===== config.mk =====
export PLATFORM = sky130hd
export DESIGN_NAME = neuromorphic_x1_ctrl
export DESIGN_NICKNAME = d
export VERILOG_FILES = /design/src/rtl/neuromorphic_x1_ctrl.sv
export SDC_FILE = /design/constraint.sdc
export NUM_CORES = 1
export LEC_CHECK = 0
export ABC_CLOCK_PERIOD_IN_PS = 2600
export BUFFER_PORTS_ARGS = -buffer_cell sky130_fd_sc_hd__buf_2
export CAP_MARGIN = 20
export CORE_AREA = 10 10 173 110
export CTS_CLUSTER_DIAMETER = 80
export CTS_CLUSTER_SIZE = 28
export DETAILED_ROUTE_END_ITERATION = 12
export DIE_AREA = 0 0 183 120
export GPL_ROUTABILITY_DRIVEN = 0
export PLACE_DENSITY = 0.75
export SLEW_MARGIN = 10
export SYNTH_ARGS = -nofsm -noshare
export SYNTH_HDL_FRONTEND = slang
export SYNTH_SLANG_ARGS = --single-unit
export TNS_END_PERCENT = 50

===== constraint.sdc =====
create_clock -name CLKin -period 2.6 [get_ports CLKin]
set_input_delay 0.52 -clock CLKin [delete_from_list [all_inputs] [get_ports CLKin]]
set_output_delay 0.52 -clock CLKin [all_outputs]
set_load 0.005 [all_outputs]

===== src/rtl/neuromorphic_x1_ctrl.sv =====
// Wishbone classic slave that drives the 32x32 ReRAM macro: shapes write pulses,
// holds read requests, waits on func_ack with a timeout and tracks macro queue depth.
module neuromorphic_x1_ctrl #(
  parameter logic [15:0] TIMEOUT_RST = 16'd2047,
  parameter int          MAX_PEND    = 32,
  parameter int          ISSUE_GAP   = 2
) (
  input  logic        CLKin,
  input  logic        RSTin,
  input  logic        wbs_cyc_i,
  input  logic        wbs_stb_i,
  input  logic        wbs_we_i,
  input  logic [3:0]  wbs_sel_i,
  input  logic [31:0] wbs_adr_i,
  input  logic [31:0] wbs_dat_i,
  output logic        wbs_ack_o,
  output logic [31:0] wbs_dat_o,
  output logic        EN,
  output logic        R_WB,
  output logic [31:0] DI,
  output logic [31:0] AD,
  output logic [3:0]  SEL,
  input  logic [31:0] DO,
  input  logic        func_ack
);

  typedef enum logic [2:0] {IDLE, GAP, WR_ISSUE, WR_WAIT, RD_WAIT, ACK} state_t;

  localparam logic [5:0] PEND_MAX = 6'(MAX_PEND);
  localparam logic [7:0] GAP_LOAD = 8'(ISSUE_GAP);

  state_t      state, state_d;
  logic [7:0]  gap_cnt, gap_d;
  logic [15:0] tmo_cnt, tmo_d;
  logic [15:0] timeout_reg, timeout_d;
  logic [5:0]  pend_cnt, pend_d;
  logic        flag_ovf, flag_unf, flag_tmo;
  logic        ovf_d, unf_d, tmo_flag_d;
  logic        ovf_set, unf_set, tmo_set;
  logic [2:0]  w1c;
  logic        macro_op, macro_op_d;
  logic        ack_d, en_d, rwb_d;
  logic [31:0] dat_d, di_d, ad_d;
  logic [3:0]  sel_d;

  logic        req;
  logic        busy;
  logic [15:0] eff_timeout;
  logic [31:0] status_word;

  assign req         = wbs_cyc_i & wbs_stb_i;
  assign busy        = (state != IDLE) || (gap_cnt != 8'd0);
  assign eff_timeout = (timeout_reg == 16'd0) ? 16'd1 : timeout_reg;
  assign status_word = {13'd0, flag_tmo, flag_unf, flag_ovf, 7'd0, busy, 2'd0, pend_cnt};

  // NOTE: every signal written here gets a default first, so no path can infer a latch.
  always_comb begin
    state_d    = state;
    gap_d      = gap_cnt;
    tmo_d      = tmo_cnt;
    timeout_d  = timeout_reg;
    pend_d     = pend_cnt;
    macro_op_d = macro_op;
    ovf_set    = 1'b0;
    unf_set    = 1'b0;
    tmo_set    = 1'b0;
    w1c        = 3'b000;
    ack_d      = 1'b0;
    dat_d      = wbs_dat_o;
    en_d       = EN;
    rwb_d      = R_WB;
    di_d       = DI;
    ad_d       = AD;
    sel_d      = SEL;

    case (state)
      IDLE: begin
        // A master samples ack on the edge after it rises, so the same strobe
        // must not be taken twice while ack is still showing.
        if (req && !wbs_ack_o && gap_cnt == 8'd0) begin
          macro_op_d = 1'b0;
          state_d    = ACK;
          case (wbs_adr_i[3:2])
            2'd0: begin
              if (wbs_we_i) begin
                if (pend_cnt >= PEND_MAX) begin
                  ovf_set = 1'b1;
                end else begin
                  di_d       = wbs_dat_i;
                  ad_d       = wbs_adr_i;
                  sel_d      = wbs_sel_i;
                  rwb_d      = 1'b0;
                  en_d       = 1'b1;
                  macro_op_d = 1'b1;
                  state_d    = WR_ISSUE;
                end
              end else if (pend_cnt == 6'd0) begin
                unf_set = 1'b1;
                dat_d   = 32'd0;
              end else begin
                ad_d       = wbs_adr_i;
                sel_d      = wbs_sel_i;
                rwb_d      = 1'b1;
                en_d       = 1'b1;
                tmo_d      = eff_timeout;
                macro_op_d = 1'b1;
                state_d    = RD_WAIT;
              end
            end
            2'd1: begin
              if (wbs_we_i) w1c   = wbs_dat_i[18:16];
              else          dat_d = status_word;
            end
            2'd2: begin
              if (wbs_we_i) timeout_d = wbs_dat_i[15:0];
              else          dat_d     = {16'd0, timeout_reg};
            end
            default: begin
              if (!wbs_we_i) dat_d = 32'd0;
            end
          endcase
        end
      end

      WR_ISSUE: begin
        en_d    = 1'b0;
        tmo_d   = eff_timeout;
        state_d = WR_WAIT;
      end

      WR_WAIT: begin
        if (func_ack) begin
          if (pend_cnt < PEND_MAX) pend_d = pend_cnt + 6'd1;
          state_d = ACK;
        end else if (tmo_cnt <= 16'd1) begin
          tmo_set = 1'b1;
          state_d = ACK;
        end else begin
          tmo_d = tmo_cnt - 16'd1;
        end
      end

      RD_WAIT: begin
        // EN stays high here: the macro abandons a read the moment EN drops.
        if (func_ack) begin
          dat_d = DO;
          if (pend_cnt != 6'd0) pend_d = pend_cnt - 6'd1;
          en_d    = 1'b0;
          state_d = ACK;
        end else if (tmo_cnt <= 16'd1) begin
          dat_d   = 32'hFFFF_FFFF;
          en_d    = 1'b0;
          tmo_set = 1'b1;
          state_d = ACK;
        end else begin
          tmo_d = tmo_cnt - 16'd1;
        end
      end

      ACK: begin
        ack_d = wbs_cyc_i;
        if (macro_op && GAP_LOAD != 8'd0) begin
          gap_d   = GAP_LOAD;
          state_d = GAP;
        end else begin
          gap_d   = 8'd0;
          state_d = IDLE;
        end
      end

      GAP: begin
        if (gap_cnt <= 8'd1) begin
          gap_d   = 8'd0;
          state_d = IDLE;
        end else begin
          gap_d = gap_cnt - 8'd1;
        end
      end

      default: state_d = IDLE;
    endcase

    ovf_d      = (flag_ovf & ~w1c[0]) | ovf_set;
    unf_d      = (flag_unf & ~w1c[1]) | unf_set;
    tmo_flag_d = (flag_tmo & ~w1c[2]) | tmo_set;
  end

  // NOTE: state elements use non-blocking assignments so every flop samples pre-edge values.
  always_ff @(posedge CLKin or negedge RSTin) begin
    if (!RSTin) begin
      state       <= IDLE;
      gap_cnt     <= 8'd0;
      tmo_cnt     <= 16'd0;
      timeout_reg <= TIMEOUT_RST;
      pend_cnt    <= 6'd0;
      flag_ovf    <= 1'b0;
      flag_unf    <= 1'b0;
      flag_tmo    <= 1'b0;
      macro_op    <= 1'b0;
      wbs_ack_o   <= 1'b0;
      wbs_dat_o   <= 32'd0;
      EN          <= 1'b0;
      R_WB        <= 1'b0;
      DI          <= 32'd0;
      AD          <= 32'd0;
      SEL         <= 4'd0;
    end else begin
      state       <= state_d;
      gap_cnt     <= gap_d;
      tmo_cnt     <= tmo_d;
      timeout_reg <= timeout_d;
      pend_cnt    <= pend_d;
      flag_ovf    <= ovf_d;
      flag_unf    <= unf_d;
      flag_tmo    <= tmo_flag_d;
      macro_op    <= macro_op_d;
      wbs_ack_o   <= ack_d;
      wbs_dat_o   <= dat_d;
      EN          <= en_d;
      R_WB        <= rwb_d;
      DI          <= di_d;
      AD          <= ad_d;
      SEL         <= sel_d;
    end
  end

endmodule


-- After elaboration in Yosys (flattened, before gate mapping)
Index checks and enable logic that the tools add are counted.
- shift operators: 0
- add/sub/neg operators: 4
- bitwise gates (word level): 11
- div/mod/pow operators: 0
- multiply operators: 0
- reduce and logical (&&, ||, !) cells: 27
- multiplexer cells: 74
- order comparisons: 4
- equality and inequality tests: 25
- operators with widths (kind ; number):
    2-to-1 mux 32 bit ; 11
    2-to-1 mux 16 bit ; 7
    case mux 32 bit (3 select lines) ; 1
    case mux 32 bit (2 select lines) ; 1
    case mux 16 bit (3 select lines) ; 1
    2-to-1 mux 3 bit ; 11
    2-to-1 mux 1 bit ; 29
    2-to-1 mux 6 bit ; 4
    != test 2 bit, second input constant ; 12
    AND reduction 5 bit ; 4
    <= comparator 16 x 1 -> 1 bit, second input constant ; 1
    logical NOT 16 bit ; 1
    case mux 8 bit (2 select lines) ; 1
    subtractor 16 x 1 -> 16 bit, second input constant ; 1
    case mux 3 bit (5 select lines) ; 1
    2-to-1 mux 4 bit ; 3
    != test 3 bit, second input constant ; 4
    case mux 6 bit (2 select lines) ; 1
    nonzero test 3 bit ; 3
    <= comparator 8 x 1 -> 1 bit, second input constant ; 1
    logical NOT 8 bit ; 1
    2-to-1 mux 8 bit ; 1
    nonzero test 8 bit ; 1
    subtractor 8 x 1 -> 8 bit, second input constant ; 1
    30 further kinds ; 43
- input port bits: 106
- memory bits (writable): 0
- bits in registers: 156
- bits in latches: 0
- memory bits (read-only): 0
- memories: 0
- word-level logic and storage cells: 161

-- Depth between registers and ports, before layout
- depth after elaboration: 8
- gate-level depth with buffers: 12

-- Least setup slack after synthesis
Ideal clock, no wire load.
- path type: reg-to-reg
- from: register state[0]
- to: register pend_cnt[5]
- library setup time: 136 ps
- cell stages (with the launch flop): 13
- data arrival time: 2689 ps
- path slack: -225 ps
- cells stage by stage: dfrtp_1 buf_2 or3b_2 inv_1 clkbuf_1 clkbuf_1 ha_1 a21oi_1 o211ai_1 a21oi_1 xnor2_1 nor2_1 xor2_1
- longest elaborated chain between the ends: 3
- elaborated cells on any way between the ends: 9
- those cells by class: eq/ne: 6; mux: 1; reduce/logical: 2
- RTL lines (element ; RTL line ; RTL):
    start: declaration ; 32 ; state_t state, state_d;
    start signal: assignment ; 208 ; state <= state_d;
    == test 3 bit / == test 3 x 2 -> 1 bit (equally long branches) ; 76 ; case (state)
    != test 2 bit (no line) / nonzero test 2 bit (equally long branches) ; - ;
    AND reduction 5 bit (no line) ; - ;
    end signal: assignment ; 212 ; pend_cnt <= pend_d;
    end: declaration ; 36 ; logic [5:0] pend_cnt, pend_d;
Several ways; a longest one is shown, not always the timed one.
A chain may end at the register's enable or synchronous reset.

-- Worst setup path after layout
- from: register gap_cnt[1]
- to: register DI[24]
- longest elaborated chain between the ends: 3
- RTL lines (element ; RTL line ; RTL):
    start: declaration ; 33 ; logic [7:0] gap_cnt, gap_d;
    start signal: assignment ; 209 ; gap_cnt <= gap_d;
    logical NOT 8 bit ; 80 ; if (req && !wbs_ack_o && gap_cnt == 8'd0) begin
    logical AND 1 bit ; 80 ;
    AND reduction 5 bit (no line) ; - ;
    end signal: assignment ; 221 ; DI <= di_d;
    end: declaration ; 20 ; output logic [31:0] DI,
Every way passes these cells.

==> summary.md <==
| Metric | Value |
|---|---|
| Outcome | `finished, violations left` |
| Failing checks | `negative setup slack` |
| Total GRT Usage | `0.198` |
| Die Footprint | `about 22,000 sq um` |
| Layout cell share with drive strength beyond 1 | `0.464` |
| Relative slew margins | `0.303` |
| Clock-pin slew on the worst setup and hold paths | `approximately 0.070 ns` |
| Hold endpoint | `AD[24]$_DFFE_PN0P_` |
| DRC | `0` |
| Reg2Reg Depth | `10` |
| Max-Cap Viols | `0` |
| Starting Density | `0.461` |
| Synthesized area | `about 7400 sq um` |
| Count leader, synth | `dfrtp_1` |
| Antenna violations before repair | `0` |
| Iteration count of the initial detailed-routing pass | `6` |
| Avg WL per Cell | `21.0 microns` |
| Met3 routed WL | `roughly 2400 microns` |
| Num rows | `36` |
| Syn Nets | `just under 800` |
| Post-synth top cells | `dfrtp_1, mux2_2, o21ai_0` |
| Hold Vio Cnt, Final | `0` |
| Dpl ws | `-0.0100 ns` |
| PwrDens | `approximately 1100 nW/um^2` |
| Skew final | `between 0.01 and 0.015 ns` |
| Antenna Cells | `0` |
| Synth area leader | `dfrtp_1` |
| Grt ovf | `0` |
| Synth area leaders | `dfrtp_1, mux2_2, o21ai_0, dfstp_2, nand2_1` |
| Die Span Y | `~120 microns` |
| H-tree lvl count | `4` |
| Syn avg cell area | `11.2 sq um` |
| RR Endpoint | `DI[24]$_DFFE_PN0P_` |
| Unrepaired setup endpoints after global routing | `yes` |
| Clock Root Buffer | `clkbuf_16` |
| CP arrival | `slightly below 3 ns` |
| Cells after DPL | `roughly 1,100` |
| Req. time, crit path | `2.91 ns` |
| Maximum vdd drop | `approximately 0.48 mV` |
| Worst Tran Pin Value | `1.04 ns` |
| Die X | `around 180 microns` |
| Antenna viol nets, final | `0` |
| IO Pins | `approximately 210` |
| Number of flops mapped to enable cells by yosys | `0` |
| Final worst slack | `-0.0201 ns` |
| Num CTS Buffers | `17` |
| #FFs+latches synth | `~160` |
| # setup viols final | `12` |
| Routed WL | `roughly 24,000 microns` |
| Multi-input gate area | `around 3300 sq um` |
| Initial DRC count | `a little over 500` |
| Min-delay src | `wbs_adr_i[24]` |
| Worst Setup Start Kind | `flip-flop` |
| Period utilization | `1.01` |
| Yosys warns | `0` |
| Critical path class | `flip-flop to flip-flop` |
| Post-Syn Instances | `655` |
| CP Launch Point | `gap_cnt[1]$_DFFE_PN0P_` |
| Worst Path Max Fanout | `8` |
| Top Metal Used | `met4` |
| Flop-to-flop setup slack | `-0.02 ns` |
| Largest regs | `AD (32), DI (32), wbs_dat_o (32)` |
| Crit end category | `flip-flop` |
| HP Class | `primary input to flip-flop` |
| Filler cell count | `1,280` |
| Fmax | `about 0.38 GHz` |
| Core Area | `about 16,000 sq um` |
| Post-synth ARST share | `1.00` |
| Reg2reg start | `gap_cnt[1]$_DFFE_PN0P_` |
| Largest net degree at the start of global routing | `54` |
| Top FF cell, synth | `dfrtp_1` |
| Area delta synth->final | `33.9%` |
| FF/Latch Area | `around 3900 sq um` |
| Total power draw | `0.0105 W` |
| Tmin final | `2.62 ns` |
| CTS tree | `yes` |
| I/O Buffers | `208` |
| Met2 WL | `slightly above 10,000 microns` |
| Post-Route Setup TNS | `-0.128 ns` |
| Yosys top cell area share | `0.493` |
| Hold Path Depth | `2` |
| Non-Filler Instances | `about 1,100` |
| Post-synthesis cell type count | `60` |
| Maximum clock path buffer count | `2` |
| HPWL after DPL | `16,400 microns` |
| # clock sinks | `~160` |
| Vias post-DR | `6,208` |
| Vias in the first global route | `between 6,000 and 7,000` |
| Leakage | `5.20 nW` |
| Global-route wire length before repair | `34,800 microns` |
| Post-synthesis sequential area ratio | `0.533` |
| Via/cell ratio | `~5.5` |
| Metal-1 WL | `roughly 11,000 microns` |
| Slew Viols, Final | `0` |
| Nets | `around 1,000` |
| Clock insertion delay at the later pin of the skew report | `between 0.4 and 0.5 ns` |
[per-layer routing]
layer | up-vias | GRT usage
met5 | - | 0
met4 | 0 | 0.0495
met3 | 19 | 0.0657
met2 | 286 | 0.292
met1 | 3061 | 0.274
li1 | 2842 | -
[what timing repair did]
item | in CTS | in global routing
setup buffers | 0 | 5
cloned | 0 | 5
gates resized for setup | 1 | 43
hold endpoints to repair | 24 | 0
endpoints found under the setup margin | 9 | 115
hold buffers | 1 | 0
pin swaps | 0 | 1
[layout by cell type (no fill, tap or decap), types with 4 or more instances in the layout]
cell type    n
nand2_1     56
ha_1        10
inv_6        5
mux2_2      69
nor3_1      18
nor2_1      36
mux2_4      33
a31oi_1      7
buf_12       5
bufinv_16    4
buf_6        5
and3_1       4
o21ai_0     66
a22oi_1      9
mux2i_1     14
buf_2      207
inv_1       26
dfrtp_1    145
dfstp_2     11
nor2b_1      4
nand3_1      7
a21oi_1     21
nor4_1       8
clkbuf_16   19
a21o_1       4
a211oi_1     5
buf_4       44
or4_1        4
[power by group]
part / internal, W / leakage [nW] / switching (W)
logic: 0.00190 / 2.82 / 0.00202
clock network: 0.00165 / 0.315 / 0.00112
registers: 0.00325 / 2.07 / 0.000590
[kinds of logic after synthesis]
family | Yosys count | share of synthesized area
AND/OR/NAND/NOR | 157 | 0.105
flip-flops | 156 | 0.533
AO/OA/AOI/OAI | 141 | 0.116
multiplexers | 117 | 0.177
buffers and inverters | 66 | 0.0407
adder cells (fa/ha/maj) | 12 | 0.0214
XOR/XNOR | 6 | 0.00715
[per-stage QoR]
| stage | hold WS (ns) | area [sq um] | util |
|---|---|---|---|
| 2_1_floorplan | 0.224 | 7370 | - |
| 3_3_place_gp | 0.441 | 8900 | 0.558 |
| 3_5_place_dp | 0.443 | 8900 | 0.558 |
| 4_1_cts | 0.308 | 9560 | 0.600 |
| 5_1_grt | 0.302 | 9850 | 0.618 |
| 6_report | 0.318 | 9850 | 0.618 |
[how the worst max path moves through the flow]
stage / endpoint
floorplan: DI[10]$_DFFE_PN0P_
global placement: wbs_dat_o[21]$_DFFE_PN0P_
detailed placement: wbs_dat_o[25]$_DFFE_PN0P_
CTS: wbs_dat_o[19]$_DFFE_PN0P_
global route: DI[24]$_DFFE_PN0P_
finish: DI[24]$_DFFE_PN0P_
[cell type report]
class | count | area share
clock inverters | 14 | 0.0225
multi-input cells | 435 | 0.338
well taps | 209 | 0.0266
repair buffers | 264 | 0.161
flip-flops and latches | 156 | 0.398
clock buffers | 18 | 0.0436
inverters | 29 | 0.0111
[worst max-delay path: stages (launching register included)]
cell       delay (ns)
dfrtp_1          0.40
inv_2            0.06
ha_2             0.16
or3b_4           0.39
or3_4            0.35
nor4_4           0.20
inv_2            0.11
nor3_4           0.17
buf_6            0.17
clkbuf_16        0.19
mux2_4           0.31
Power figures use the tool's default switching activity.
